===== config.mk =====
export PLATFORM = sky130hd
export DESIGN_NAME = serial_port_flat
export DESIGN_NICKNAME = d
export VERILOG_FILES = /design/src/rtl/serial_pkg.sv /design/src/rtl/serial_port_if.sv /design/src/rtl/sync_fifo.sv /design/src/rtl/serial_port.sv /design/src/flat_wrapper.sv
export SDC_FILE = /design/constraint.sdc
export NUM_CORES = 1
export LEC_CHECK = 0
export ABC_AREA = 1
export CAP_MARGIN = 10
export CORE_UTILIZATION = 39
export DETAILED_ROUTE_END_ITERATION = 10
export SETUP_SLACK_MARGIN = 0.2
export SLEW_MARGIN = 10
export SYNTH_ARGS = -nofsm -noshare
export SYNTH_HDL_FRONTEND = slang
export SYNTH_HIERARCHICAL = 1
export SYNTH_SLANG_ARGS = --single-unit

===== constraint.sdc =====
create_clock -name clock -period 2.5 [get_ports clock]
set_clock_uncertainty 0.15 [all_clocks]
set_input_delay 0.75 -clock clock [delete_from_list [all_inputs] [get_ports clock]]
set_output_delay 0.75 -clock clock [all_outputs]
set_load 0.03 [all_outputs]

===== src/rtl/serial_pkg.sv =====
// Shared constants and FSM state encodings for the serial_port peripheral.
package serial_pkg;

  localparam int   UART_DATA_BITS = 8;
  localparam logic START_BIT      = 1'b0;
  localparam logic STOP_BIT       = 1'b1;

  typedef enum logic [1:0] {
    TX_IDLE  = 2'd0,
    TX_START = 2'd1,
    TX_DATA  = 2'd2,
    TX_STOP  = 2'd3
  } tx_state_t;

  typedef enum logic [1:0] {
    RX_IDLE  = 2'd0,
    RX_START = 2'd1,
    RX_DATA  = 2'd2,
    RX_STOP  = 2'd3
  } rx_state_t;

endpackage


===== src/rtl/serial_port_if.sv =====
// Processor-side byte interface of serial_port: TX push and RX first-word fall-through pop.
interface serial_port_if;
  logic [7:0] serial_in;
  logic       serial_wren_in;
  logic       serial_ready_out;
  logic [7:0] serial_out;
  logic       serial_valid_out;
  logic       serial_rden_in;

  modport master (
    output serial_in, serial_wren_in, serial_rden_in,
    input  serial_ready_out, serial_out, serial_valid_out
  );

  modport slave (
    input  serial_in, serial_wren_in, serial_rden_in,
    output serial_ready_out, serial_out, serial_valid_out
  );
endinterface


===== src/rtl/sync_fifo.sv =====
// Synchronous first-word fall-through FIFO; pointers carry one extra wrap bit
// so full and empty are distinguishable without a separate counter.
module sync_fifo #(
  parameter int W     = 8,
  parameter int DEPTH = 16
) (
  input  logic         clock,
  input  logic         reset,
  input  logic         push,
  input  logic         pop,
  input  logic [W-1:0] din,
  output logic [W-1:0] dout,
  output logic         empty,
  output logic         full
);
  localparam int AW = $clog2(DEPTH);

  logic [AW:0]  r_wr_ptr;
  logic [AW:0]  r_rd_ptr;
  logic [W-1:0] r_mem [DEPTH];
  logic         w_push_ok;
  logic         w_pop_ok;

  assign empty = (r_wr_ptr == r_rd_ptr);
  assign full  = (r_wr_ptr[AW] != r_rd_ptr[AW]) &&
                 (r_wr_ptr[AW-1:0] == r_rd_ptr[AW-1:0]);
  // a simultaneous pop frees the slot a full-FIFO push needs, and vice versa
  assign w_push_ok = push && (!full || pop);
  assign w_pop_ok  = pop && (!empty || push);
  assign dout      = r_mem[r_rd_ptr[AW-1:0]];

  always_ff @(posedge clock) begin
    if (reset) begin
      r_wr_ptr <= '0;
      r_rd_ptr <= '0;
      for (int i = 0; i < DEPTH; i++) r_mem[i] <= '0;
    end else begin
      if (w_push_ok) begin
        r_mem[r_wr_ptr[AW-1:0]] <= din;
        r_wr_ptr <= r_wr_ptr + {{AW{1'b0}}, 1'b1};
      end
      if (w_pop_ok) r_rd_ptr <= r_rd_ptr + {{AW{1'b0}}, 1'b1};
    end
  end
endmodule


===== src/rtl/serial_port.sv =====
// 8N1 UART peripheral: TX FIFO feeding a frame shifter, RX sampler feeding an RX FIFO,
// plus sticky overrun / framing / overflow error flags.
module serial_port
  import serial_pkg::*;
#(
  parameter int CLKS_PER_BIT = 434,
  parameter int FIFO_DEPTH   = 16
) (
  input  logic         clock,
  input  logic         reset,
  serial_port_if.slave bus,
  input  logic         uart_rx_in,
  output logic         uart_tx_out,
  output logic         rx_overrun_out,
  output logic         rx_frame_err_out,
  output logic         tx_overflow_out
);
  localparam int            CW        = $clog2(CLKS_PER_BIT);
  localparam logic [CW-1:0] BIT_LAST  = CW'(CLKS_PER_BIT - 1);
  localparam logic [CW-1:0] HALF_LAST = CW'(CLKS_PER_BIT / 2 - 1);

  logic [7:0] w_tx_dout;
  logic       w_tx_empty;
  logic       w_tx_full;
  logic       w_tx_pop;
  logic [7:0] w_rx_dout;
  logic       w_rx_empty;
  logic       w_rx_full;
  logic       w_rx_push;

  sync_fifo #(.W(UART_DATA_BITS), .DEPTH(FIFO_DEPTH)) u_tx_fifo (
    .clock(clock), .reset(reset),
    .push(bus.serial_wren_in), .pop(w_tx_pop), .din(bus.serial_in),
    .dout(w_tx_dout), .empty(w_tx_empty), .full(w_tx_full)
  );

  logic [7:0] r_rx_shift;

  sync_fifo #(.W(UART_DATA_BITS), .DEPTH(FIFO_DEPTH)) u_rx_fifo (
    .clock(clock), .reset(reset),
    .push(w_rx_push), .pop(bus.serial_rden_in), .din(r_rx_shift),
    .dout(w_rx_dout), .empty(w_rx_empty), .full(w_rx_full)
  );

  assign bus.serial_ready_out = !w_tx_full;
  assign bus.serial_valid_out = !w_rx_empty;
  assign bus.serial_out       = w_rx_dout;

  tx_state_t     r_tx_state, w_tx_state_nxt;
  logic [CW-1:0] r_tx_cnt, w_tx_cnt_nxt;
  logic [2:0]    r_tx_idx, w_tx_idx_nxt;
  logic [7:0]    r_tx_shift;
  logic          r_tx_line, w_tx_line_nxt;
  logic          r_tx_ovf;

  always_comb begin
    w_tx_state_nxt = r_tx_state;
    w_tx_cnt_nxt   = r_tx_cnt + CW'(1);
    w_tx_idx_nxt   = r_tx_idx;
    w_tx_pop       = 1'b0;
    case (r_tx_state)
      TX_IDLE: begin
        w_tx_cnt_nxt = '0;
        if (!w_tx_empty) begin
          w_tx_pop       = 1'b1;
          w_tx_state_nxt = TX_START;
        end
      end
      TX_START: begin
        if (r_tx_cnt == BIT_LAST) begin
          w_tx_cnt_nxt   = '0;
          w_tx_idx_nxt   = 3'd0;
          w_tx_state_nxt = TX_DATA;
        end
      end
      TX_DATA: begin
        if (r_tx_cnt == BIT_LAST) begin
          w_tx_cnt_nxt = '0;
          if (r_tx_idx == 3'd7) w_tx_state_nxt = TX_STOP;
          else                  w_tx_idx_nxt   = r_tx_idx + 3'd1;
        end
      end
      TX_STOP: begin
        if (r_tx_cnt == BIT_LAST) begin
          w_tx_cnt_nxt = '0;
          // chain the next queued byte with no idle gap between frames
          if (!w_tx_empty) begin
            w_tx_pop       = 1'b1;
            w_tx_state_nxt = TX_START;
          end else begin
            w_tx_state_nxt = TX_IDLE;
          end
        end
      end
      default: begin
        w_tx_cnt_nxt   = '0;
        w_tx_state_nxt = TX_IDLE;
      end
    endcase
    case (r_tx_state)
      TX_START: w_tx_line_nxt = START_BIT;
      TX_DATA:  w_tx_line_nxt = r_tx_shift[r_tx_idx];
      TX_STOP:  w_tx_line_nxt = STOP_BIT;
      default:  w_tx_line_nxt = 1'b1;
    endcase
  end

  always_ff @(posedge clock) begin
    if (reset) begin
      r_tx_state <= TX_IDLE;
      r_tx_cnt   <= '0;
      r_tx_idx   <= 3'd0;
      r_tx_shift <= 8'h00;
      r_tx_line  <= 1'b1;
      r_tx_ovf   <= 1'b0;
    end else begin
      r_tx_state <= w_tx_state_nxt;
      r_tx_cnt   <= w_tx_cnt_nxt;
      r_tx_idx   <= w_tx_idx_nxt;
      r_tx_line  <= w_tx_line_nxt;
      if (w_tx_pop) r_tx_shift <= w_tx_dout;
      if (bus.serial_wren_in && w_tx_full && !w_tx_pop) r_tx_ovf <= 1'b1;
    end
  end

  rx_state_t     r_rx_state, w_rx_state_nxt;
  logic [CW-1:0] r_rx_cnt, w_rx_cnt_nxt;
  logic [2:0]    r_rx_idx, w_rx_idx_nxt;
  logic [7:0]    w_rx_shift_nxt;
  logic          r_rx_meta, r_rx_sync;
  logic          r_rx_wait, w_rx_wait_nxt;
  logic          r_rx_ovr, r_rx_ferr;
  logic          w_rx_ovr_set, w_rx_ferr_set;

  always_comb begin
    w_rx_state_nxt = r_rx_state;
    w_rx_cnt_nxt   = r_rx_cnt + CW'(1);
    w_rx_idx_nxt   = r_rx_idx;
    w_rx_shift_nxt = r_rx_shift;
    w_rx_wait_nxt  = r_rx_wait;
    w_rx_push      = 1'b0;
    w_rx_ovr_set   = 1'b0;
    w_rx_ferr_set  = 1'b0;
    case (r_rx_state)
      RX_IDLE: begin
        w_rx_cnt_nxt = '0;
        if (r_rx_sync == START_BIT) w_rx_state_nxt = RX_START;
      end
      RX_START: begin
        // counting starts on the detect cycle, so HALF_LAST lands mid start bit
        if (r_rx_cnt == HALF_LAST) begin
          w_rx_cnt_nxt = '0;
          w_rx_idx_nxt = 3'd0;
          if (r_rx_sync == START_BIT) w_rx_state_nxt = RX_DATA;
          else                        w_rx_state_nxt = RX_IDLE;
        end
      end
      RX_DATA: begin
        if (r_rx_cnt == BIT_LAST) begin
          w_rx_cnt_nxt   = '0;
          w_rx_shift_nxt = {r_rx_sync, r_rx_shift[7:1]};
          if (r_rx_idx == 3'd7) w_rx_state_nxt = RX_STOP;
          else                  w_rx_idx_nxt   = r_rx_idx + 3'd1;
        end
      end
      RX_STOP: begin
        if (r_rx_wait) begin
          w_rx_cnt_nxt = '0;
          if (r_rx_sync == STOP_BIT) begin
            w_rx_wait_nxt  = 1'b0;
            w_rx_state_nxt = RX_IDLE;
          end
        end else if (r_rx_cnt == BIT_LAST) begin
          w_rx_cnt_nxt = '0;
          if (r_rx_sync == STOP_BIT) begin
            w_rx_state_nxt = RX_IDLE;
            if (!w_rx_full || bus.serial_rden_in) w_rx_push    = 1'b1;
            else                                  w_rx_ovr_set = 1'b1;
          end else begin
            w_rx_ferr_set = 1'b1;
            w_rx_wait_nxt = 1'b1;
          end
        end
      end
      default: begin
        w_rx_cnt_nxt   = '0;
        w_rx_wait_nxt  = 1'b0;
        w_rx_state_nxt = RX_IDLE;
      end
    endcase
  end

  always_ff @(posedge clock) begin
    if (reset) begin
      r_rx_meta  <= 1'b1;
      r_rx_sync  <= 1'b1;
      r_rx_state <= RX_IDLE;
      r_rx_cnt   <= '0;
      r_rx_idx   <= 3'd0;
      r_rx_shift <= 8'h00;
      r_rx_wait  <= 1'b0;
      r_rx_ovr   <= 1'b0;
      r_rx_ferr  <= 1'b0;
    end else begin
      r_rx_meta  <= uart_rx_in;
      r_rx_sync  <= r_rx_meta;
      r_rx_state <= w_rx_state_nxt;
      r_rx_cnt   <= w_rx_cnt_nxt;
      r_rx_idx   <= w_rx_idx_nxt;
      r_rx_shift <= w_rx_shift_nxt;
      r_rx_wait  <= w_rx_wait_nxt;
      if (w_rx_ovr_set)  r_rx_ovr  <= 1'b1;
      if (w_rx_ferr_set) r_rx_ferr <= 1'b1;
    end
  end

  assign uart_tx_out      = r_tx_line;
  assign tx_overflow_out  = r_tx_ovf;
  assign rx_overrun_out   = r_rx_ovr;
  assign rx_frame_err_out = r_rx_ferr;
endmodule


===== src/flat_wrapper.sv =====
// flat-port wrapper written by rule: the top's interface ports become plain ports
module serial_port_flat import serial_pkg::*;
#(
  parameter int CLKS_PER_BIT = 434,
  parameter int FIFO_DEPTH   = 16
)
  (clock, reset, uart_rx_in, uart_tx_out, rx_overrun_out, rx_frame_err_out, tx_overflow_out, bus_serial_in, bus_serial_wren_in, bus_serial_rden_in, bus_serial_ready_out, bus_serial_out, bus_serial_valid_out);
  serial_port_if bus_i ();
  input  logic clock;
  input  logic reset;
  input  logic uart_rx_in;
  output logic uart_tx_out;
  output logic rx_overrun_out;
  output logic rx_frame_err_out;
  output logic tx_overflow_out;
  input wire logic [$bits(bus_i.serial_in)-1:0] bus_serial_in;
  input wire logic [$bits(bus_i.serial_wren_in)-1:0] bus_serial_wren_in;
  input wire logic [$bits(bus_i.serial_rden_in)-1:0] bus_serial_rden_in;
  output wire logic [$bits(bus_i.serial_ready_out)-1:0] bus_serial_ready_out;
  output wire logic [$bits(bus_i.serial_out)-1:0] bus_serial_out;
  output wire logic [$bits(bus_i.serial_valid_out)-1:0] bus_serial_valid_out;
  assign bus_i.serial_in = bus_serial_in;
  assign bus_i.serial_wren_in = bus_serial_wren_in;
  assign bus_i.serial_rden_in = bus_serial_rden_in;
  assign bus_serial_ready_out = bus_i.serial_ready_out;
  assign bus_serial_out = bus_i.serial_out;
  assign bus_serial_valid_out = bus_i.serial_valid_out;
  serial_port #(.CLKS_PER_BIT(CLKS_PER_BIT), .FIFO_DEPTH(FIFO_DEPTH)) u_core (.clock(clock), .reset(reset), .bus(bus_i), .uart_rx_in(uart_rx_in), .uart_tx_out(uart_tx_out), .rx_overrun_out(rx_overrun_out), .rx_frame_err_out(rx_frame_err_out), .tx_overflow_out(tx_overflow_out));
endmodule

==> flow_metrics.py, run 1 <==
metrics = {
    "logic_synthesis": {
        "synth-edff-count": 256,
        "yosysSeqAreaShare": 0.573,
        "synth_area_sq_mm": 0.0162,
        "async_flop_share": 0,
        "syn_nets": 1765,
        "synth_ff_type": "edfxtp_1",
        "yosys_warnings": 6,
        "synthCells": 1728,
        "synth-seq-cells": 335,
        "synth.distinct_cells": 37,
        "syn_avg_cell_area_sq_um": 9.35,
    },
    "critical_path": {
        "r2r-start": "u_core/u_tx_fifo/r_rd_ptr[3]",
        "critPathMaxFanout": 11,
        "crit_path_start_kind": "register",
        "cp_data_arrival_time_ps": 1930,
        "path_class": "register to primary output",
        "reg2reg_slack_ps": 40,
        "crit_required_ps": 1600,
        "end_kind": "primary output",
        "rr_endpoint": "u_core/u_tx_fifo/r_mem[9][0]",
        "reg2regPathDepth": 18,
    },
    "worst_hold_path": {
        "hold_start": "u_core/r_rx_meta",
        "worstHoldPathType": "register to register",
        "holdPathStages": 1,
        "hold_end": "u_core/r_rx_sync",
    },
    "clock_tree": {
        "htreeDepth": 2,
        "root_buffer": "clkbuf_16",
        "cts.sinks": 335,
        "clock_path_buffers": 3,
        "cts_tree": "yes",
        "clkTransAtPathRegs_ps": 60,
        "cts_hold_buf": 0,
        "numCtsBuffers": 36,
        "clk_latency_ps": 520,
    },
    "placed_design": {
        "port_buffers": 26,
        "post-place-ws_ps": -225,
        "dpl.hpwl_um": 25900,
        "place.gp.congestion": 0.822,
        "placedInstanceArea_sq_mm": 0.0179,
    },
    "power": {
        "p_clk_frac": 0.352,
        "p_int_mw": 10.3,
        "power_frac_seq": 0.445,
        "p_leak_nw": 7.58,
        "power.total_mw": 14.4,
        "switching_share": 0.286,
        "p_per_area_mw_per_mm2": 687,
        "switching_power_mw": 4.13,
        "ir_drop_mv": 0.375,
        "pwr-share-comb": 0.202,
    },
    "die": {
        "die_w_um": 206,
        "num_rows": 74,
        "fp.coreArea_sq_mm": 0.0408,
        "dieHeight_um": 206,
        "start_util": 0.396,
        "dieArea_sq_mm": 0.0423,
        "io_pins": 27,
    },
    "cells_and_area": {
        "drive_above_1_share": 0.284,
        "area_growth_pct": 29.8,
        "most-common-layout-cells": "nor2_1 (352), edfxtp_1 (256), inv_1 (143), nand2_1 (133), o21ai_0 (100)",
        "nNetsFinal": 1898,
        "antenna_cells": 0,
        "mostFrequentLayoutCell": "nor2_1",
        "post-route-cell-area_sq_mm": 0.0210,
        "fillers": 3601,
    },
    "run": {
        "max_cap_violations": 0,
    },
    "global_route": {
        "grt_pass1_wl_um": 62100,
        "grt_usage": 0.188,
        "grt_max_degree": 65,
        "antenna_found_initial": 0,
        "grt-ovfl-total": 0,
        "grt_pass1_vias": 11810,
    },
    "timing": {
        "setup_viol_count_final": 9,
        "rsz0062_at_grt": "yes",
        "worst_slew_pin_slew_ps": 929,
        "fin_crit_sh": 1.13,
        "setup_ws_ps": -329,
        "finalHoldViolCount": 0,
        "final.min_clock_period_ps": 2830,
        "fmax_mhz": 353,
        "whs_ps": 258,
        "slew_headroom": 0.380,
        "final_max_slew_viol_count": 0,
    },
    "drt": {
        "drc": 0,
        "vias": 12505,
        "drt-initial-drc-count": 1017,
        "detail-route-antenna-nets": 0,
        "wl_um": 40700,
        "wl_per_cell_um": 16.8,
        "vias_per_cell": 5.17,
        "drt_first_pass_iters": 6,
    },
    "status": {
        "outcome": "finished with violations",
        "failed_checks": "negative setup slack",
    },
}
## how the worst max path moves through the flow
stage / to
2_1_floorplan: u_core/u_tx_fifo/r_mem[0][0]
3_3_place_gp: u_core/u_rx_fifo/r_mem[12][2]
3_5_place_dp: u_core/u_rx_fifo/r_mem[5][2]
4_1_cts: bus_serial_out[0]
5_1_grt: bus_serial_out[1]
6_report: bus_serial_out[0]
## worst max-delay path, cell delays in order, from the launching register on
cell and delay (ps):
dfxtp_4 360, clkbuf_8 180, buf_6 160, o21ai_1 240, nand3_2 150, nand3_2 120, nand2_1 70, buf_6 140
## sequential cells by signal (all words and copies together), names as in the netlist, 2 cells and up, named ones only
signal / cells
u_core/u_rx_fifo/r_mem: 128
u_core/u_tx_fifo/r_mem: 128
u_core/r_rx_cnt: 9
u_core/r_tx_cnt: 9
u_core/r_rx_shift: 8
u_core/r_tx_shift: 8
u_core/u_rx_fifo/r_rd_ptr: 5
u_core/u_rx_fifo/r_wr_ptr: 5
u_core/u_tx_fifo/r_rd_ptr: 5
u_core/u_tx_fifo/r_wr_ptr: 5
u_core/r_rx_idx: 3
u_core/r_tx_idx: 3
u_core/r_tx_state: 2
## power groups by stage
stage	sequential (mW)	combinational [mW]	clock, mW
global route	6.45	3.20	5.41
detailed placement	6.55	2.54	0
CTS	6.43	2.68	5.21
finish	6.42	2.92	5.08
global placement	6.54	2.50	0
floorplan	6.49	1.70	0
## cell type report
| cell class | count | area, sq um | share of cell area |
|---|---|---|---|
| clock buffers | 53 | 1030 | 0.0491 |
| clock inverters | 11 | 77.6 | 0.00370 |
| inverters | 171 | 649 | 0.0309 |
| multi-input cells | 1137 | 7150 | 0.341 |
| flip-flops and latches | 335 | 9320 | 0.444 |
| well taps | 532 | 666 | 0.0317 |
| repair buffers | 180 | 2090 | 0.0995 |
## what timing repair did
item | in CTS | in global routing
resized for setup | 135 | 314
hold endpoints to repair | 0 | 0
setup buffers | 15 | 16
gates cloned | 4 | 7
pin swaps | 29 | 70
setup endpoints to repair | 415 | 455
## through the flow
stage	setup TNS (ps)	utilization	std cells
floorplan	0	-	1728
global placement	-33790	0.438	2313
detailed placement	-38180	0.438	2313
CTS	-2440	0.479	2396
global route	-4360	0.514	2419
finish	-2490	0.514	2419
## synth_stat cells, types with 23 or more instances
cell      count  share of area
nand2_1     183          0.042
ha_1         24          0.019
o21ai_0     124          0.038
nand4_4      23          0.030
a21oi_1      69          0.021
nor2_1      477           0.11
nand3_1      88          0.027
dfxtp_1      79          0.098
o211ai_1     65          0.030
inv_1       159          0.037
clkbuf_1     52          0.012
edfxtp_1    256           0.48
## kinds of logic after synthesis
logic type	Yosys count	share of synthesized area
and+or+nand+nor	839	0.244
DFF	335	0.573
buffers and inverters	256	0.0661
xor gates and xnor gates	9	0.00534
adders and majority gates	24	0.0186
AOI/OAI and AO/OA	265	0.0924
## routing by layer
metal	wire length, um	track usage	vias to the layer above
met4	932	0.0529	0
li1	-	-	6088
met1	18000	0.259	6009
met2	19300	0.306	343
met5	0	0	-
met3	2370	0.0295	65
No activity file was read; power rests on OpenSTA's default activity.
==> run 2, diff against run 1 <==
--- a/config.mk
+++ b/config.mk
@@ -8,6 +8,7 @@
 export ABC_AREA = 1
 export CAP_MARGIN = 10
 export CORE_UTILIZATION = 39
+export CTS_BUF_LIST = sky130_fd_sc_hd__clkbuf_8
 export DETAILED_ROUTE_END_ITERATION = 10
 export SETUP_SLACK_MARGIN = 0.2
 export SLEW_MARGIN = 10
==> run 2 against run 1 <==
Compared with the run above: the run still ends with negative setup slack left; largest power group unchanged; highest routed layer unchanged; sequential share of layout area rose by 1.7 points; sequential power barely moved; fmax fell by 1.2%; utilization fell by 1.9 points; first-iteration DRC count fell by 13%; worst hold slack got worse by 2.9 ps; count of clock-buffer cells in the layout rose by 11; critical endpoint is now bus_serial_out[3]; combinational power fell by 6%; die area did not move; total power fell by 4.3%; final cell count rose by 0.95%.
==> flow_metrics.py, run 2 (same netlist as run 1, synthesis figures left out) <==
metrics = {
    "clock_tree": {
        "clk_latency_ps": 620,
        "clkTransAtPathRegs_ps": 60,
        "root_buffer": "clkbuf_8",
        "cts_hold_buf": 0,
        "cts.sinks": 335,
        "htreeDepth": 2,
        "clock_path_buffers": 3,
        "numCtsBuffers": 55,
        "cts_tree": "yes",
    },
    "critical_path": {
        "crit_path_start_kind": "register",
        "path_class": "register to primary output",
        "cp_data_arrival_time_ps": 1960,
        "r2r-start": "u_core/u_tx_fifo/r_rd_ptr[0]",
        "critPathMaxFanout": 6,
        "reg2reg_slack_ps": 100,
        "reg2regPathDepth": 17,
        "crit_required_ps": 1600,
        "rr_endpoint": "u_core/u_tx_fifo/r_mem[8][3]",
        "end_kind": "primary output",
    },
    "placed_design": {
        "dpl.hpwl_um": 25900,
        "port_buffers": 26,
        "place.gp.congestion": 0.822,
        "placedInstanceArea_sq_mm": 0.0179,
    },
    "die": {
        "dieHeight_um": 206,
        "num_rows": 74,
        "start_util": 0.396,
        "io_pins": 27,
        "fp.coreArea_sq_mm": 0.0408,
        "die_w_um": 206,
        "dieArea_sq_mm": 0.0423,
    },
    "cells_and_area": {
        "fillers": 3739,
        "post-route-cell-area_sq_mm": 0.0202,
        "area_growth_pct": 25.1,
        "nNetsFinal": 1906,
        "drive_above_1_share": 0.248,
        "mostFrequentLayoutCell": "nor2_1",
        "most-common-layout-cells": "nor2_1 (416), edfxtp_1 (256), inv_1 (159), nand2_1 (132), o21ai_0 (112)",
        "reg.largest.list": "u_core/u_rx_fifo/r_mem (128), u_core/u_tx_fifo/r_mem (128)",
        "utilization": 0.495,
        "antenna_cells": 0,
    },
    "drt": {
        "vias_per_cell": 5.06,
        "wl_um": 40000,
        "drc": 0,
        "drt-initial-drc-count": 885,
        "wl_per_cell_um": 16.4,
        "drt_first_pass_iters": 7,
        "detail-route-antenna-nets": 0,
        "vias": 12364,
    },
    "timing": {
        "worst_slew_pin_slew_ps": 895,
        "fin_crit_sh": 1.15,
        "finalHoldViolCount": 0,
        "tns_ps": -2740,
        "fmax_mhz": 349,
        "setup_ws_ps": -363,
        "final_max_slew_viol_count": 0,
        "slew_headroom": 0.402,
        "setup_viol_count_final": 10,
        "final.min_clock_period_ps": 2860,
        "rsz0062_at_grt": "yes",
    },
    "status": {
        "outcome": "finished with violations",
        "failed_checks": "negative setup slack",
    },
    "power": {
        "switching_share": 0.299,
        "switching_power_mw": 4.13,
        "p_clk_frac": 0.335,
        "pwr-share-comb": 0.199,
        "p_leak_nw": 7.46,
        "ir_drop_mv": 0.319,
        "p_int_mw": 9.67,
        "p_per_area_mw_per_mm2": 683,
        "power_frac_seq": 0.466,
    },
    "worst_hold_path": {
        "hold_end": "u_core/r_rx_sync",
        "hold_start": "u_core/r_rx_meta",
        "worstHoldPathType": "register to register",
        "holdPathStages": 1,
    },
    "global_route": {
        "grt_max_degree": 65,
        "grt_pass1_wl_um": 61900,
        "antenna_found_initial": 0,
        "grt-ovfl-total": 0,
        "grt_pass1_vias": 11854,
        "grt_usage": 0.188,
    },
    "run": {
        "max_cap_violations": 0,
    },
}
==> run 2: cell count changes in the layout (fill, tap and decap cells not counted), moves of 10 or more <==
| cell | before | now |
|---|---|---|
| clkbuf_16 | 42 | 4 |
| inv_1 | 143 | 159 |
| nor2_4 | 88 | 53 |
| clkbuf_1 | 11 | 0 |
| nor2_2 | 45 | 16 |
| o21ai_0 | 100 | 112 |
| clkbuf_8 | 5 | 64 |
| buf_12 | 34 | 24 |
| nor2_1 | 352 | 416 |
| o21ai_1 | 26 | 16 |
==> run 2: power groups by stage <==
stage / Combinational (mW) / Clock [mW] / Sequential, mW
floorplan: 1.70 / 0 / 6.49
global route: 3.04 / 4.98 / 6.46
global placement: 2.50 / 0 / 6.54
detailed placement: 2.54 / 0 / 6.55
finish: 2.75 / 4.62 / 6.43
CTS: 2.66 / 4.76 / 6.43
==> run 2: worst max-delay path: stages, from the launching register on <==
cell and delay (ps):
dfxtp_4 460, buf_6 170, buf_6 120, nand2_2 40, o211ai_1 70, nand3_1 170
nand3_1 130, nand2_1 70, buf_6 140
==> run 2: worst max-delay path by stage <==
stage	end	slack (ps)	cells after the start
4_1_cts	bus_serial_out[0]	-400	8
5_1_grt	bus_serial_out[4]	-480	8
2_1_floorplan	u_core/u_tx_fifo/r_mem[0][0]	140	16
3_5_place_dp	u_core/u_rx_fifo/r_mem[5][2]	-220	6
3_3_place_gp	u_core/u_rx_fifo/r_mem[12][2]	-190	8
6_report	bus_serial_out[3]	-360	8
==> run 2: final cells by class <==
| class | count | area (sq um) | share of cell area |
|---|---|---|---|
| Clock buffer | 64 | 881 | 0.0436 |
| Clock inverter | 34 | 176 | 0.00873 |
| Inverter | 171 | 653 | 0.0323 |
| Multi-Input combinational cell | 1138 | 6690 | 0.331 |
| Sequential cell | 335 | 9320 | 0.461 |
| Tap cell | 532 | 666 | 0.0329 |
| Timing Repair Buffer | 168 | 1830 | 0.0905 |
==> run 2: routing by layer <==
layer  wire [um]  track usage  up-vias
met4         852       0.0622        0
met1       17700        0.252     5886
met5           0            0        -
met3        2390       0.0374       70
li1            -            -     6098
met2       19000        0.303      310
==> run 2: through the flow <==
stage / worst slack, ps / total power, mW / instances / hold WS (ps)
finish: -363 / 13.8 / 2442 / 255
global route: -480 / 14.5 / 2442 / 298
CTS: -403 / 13.8 / 2424 / 261
detailed placement: -225 / 9.09 / 2313 / 249
global placement: -195 / 9.04 / 2313 / 241
floorplan: 139 / 8.19 / 1728 / 239
==> run 2: what timing repair did <==
item	in CTS	in global routing
gates cloned	4	3
hold endpoints to repair	0	0
pin swaps	22	47
setup endpoints to repair	388	525
buffers inserted	9	15
resized for setup	110	192
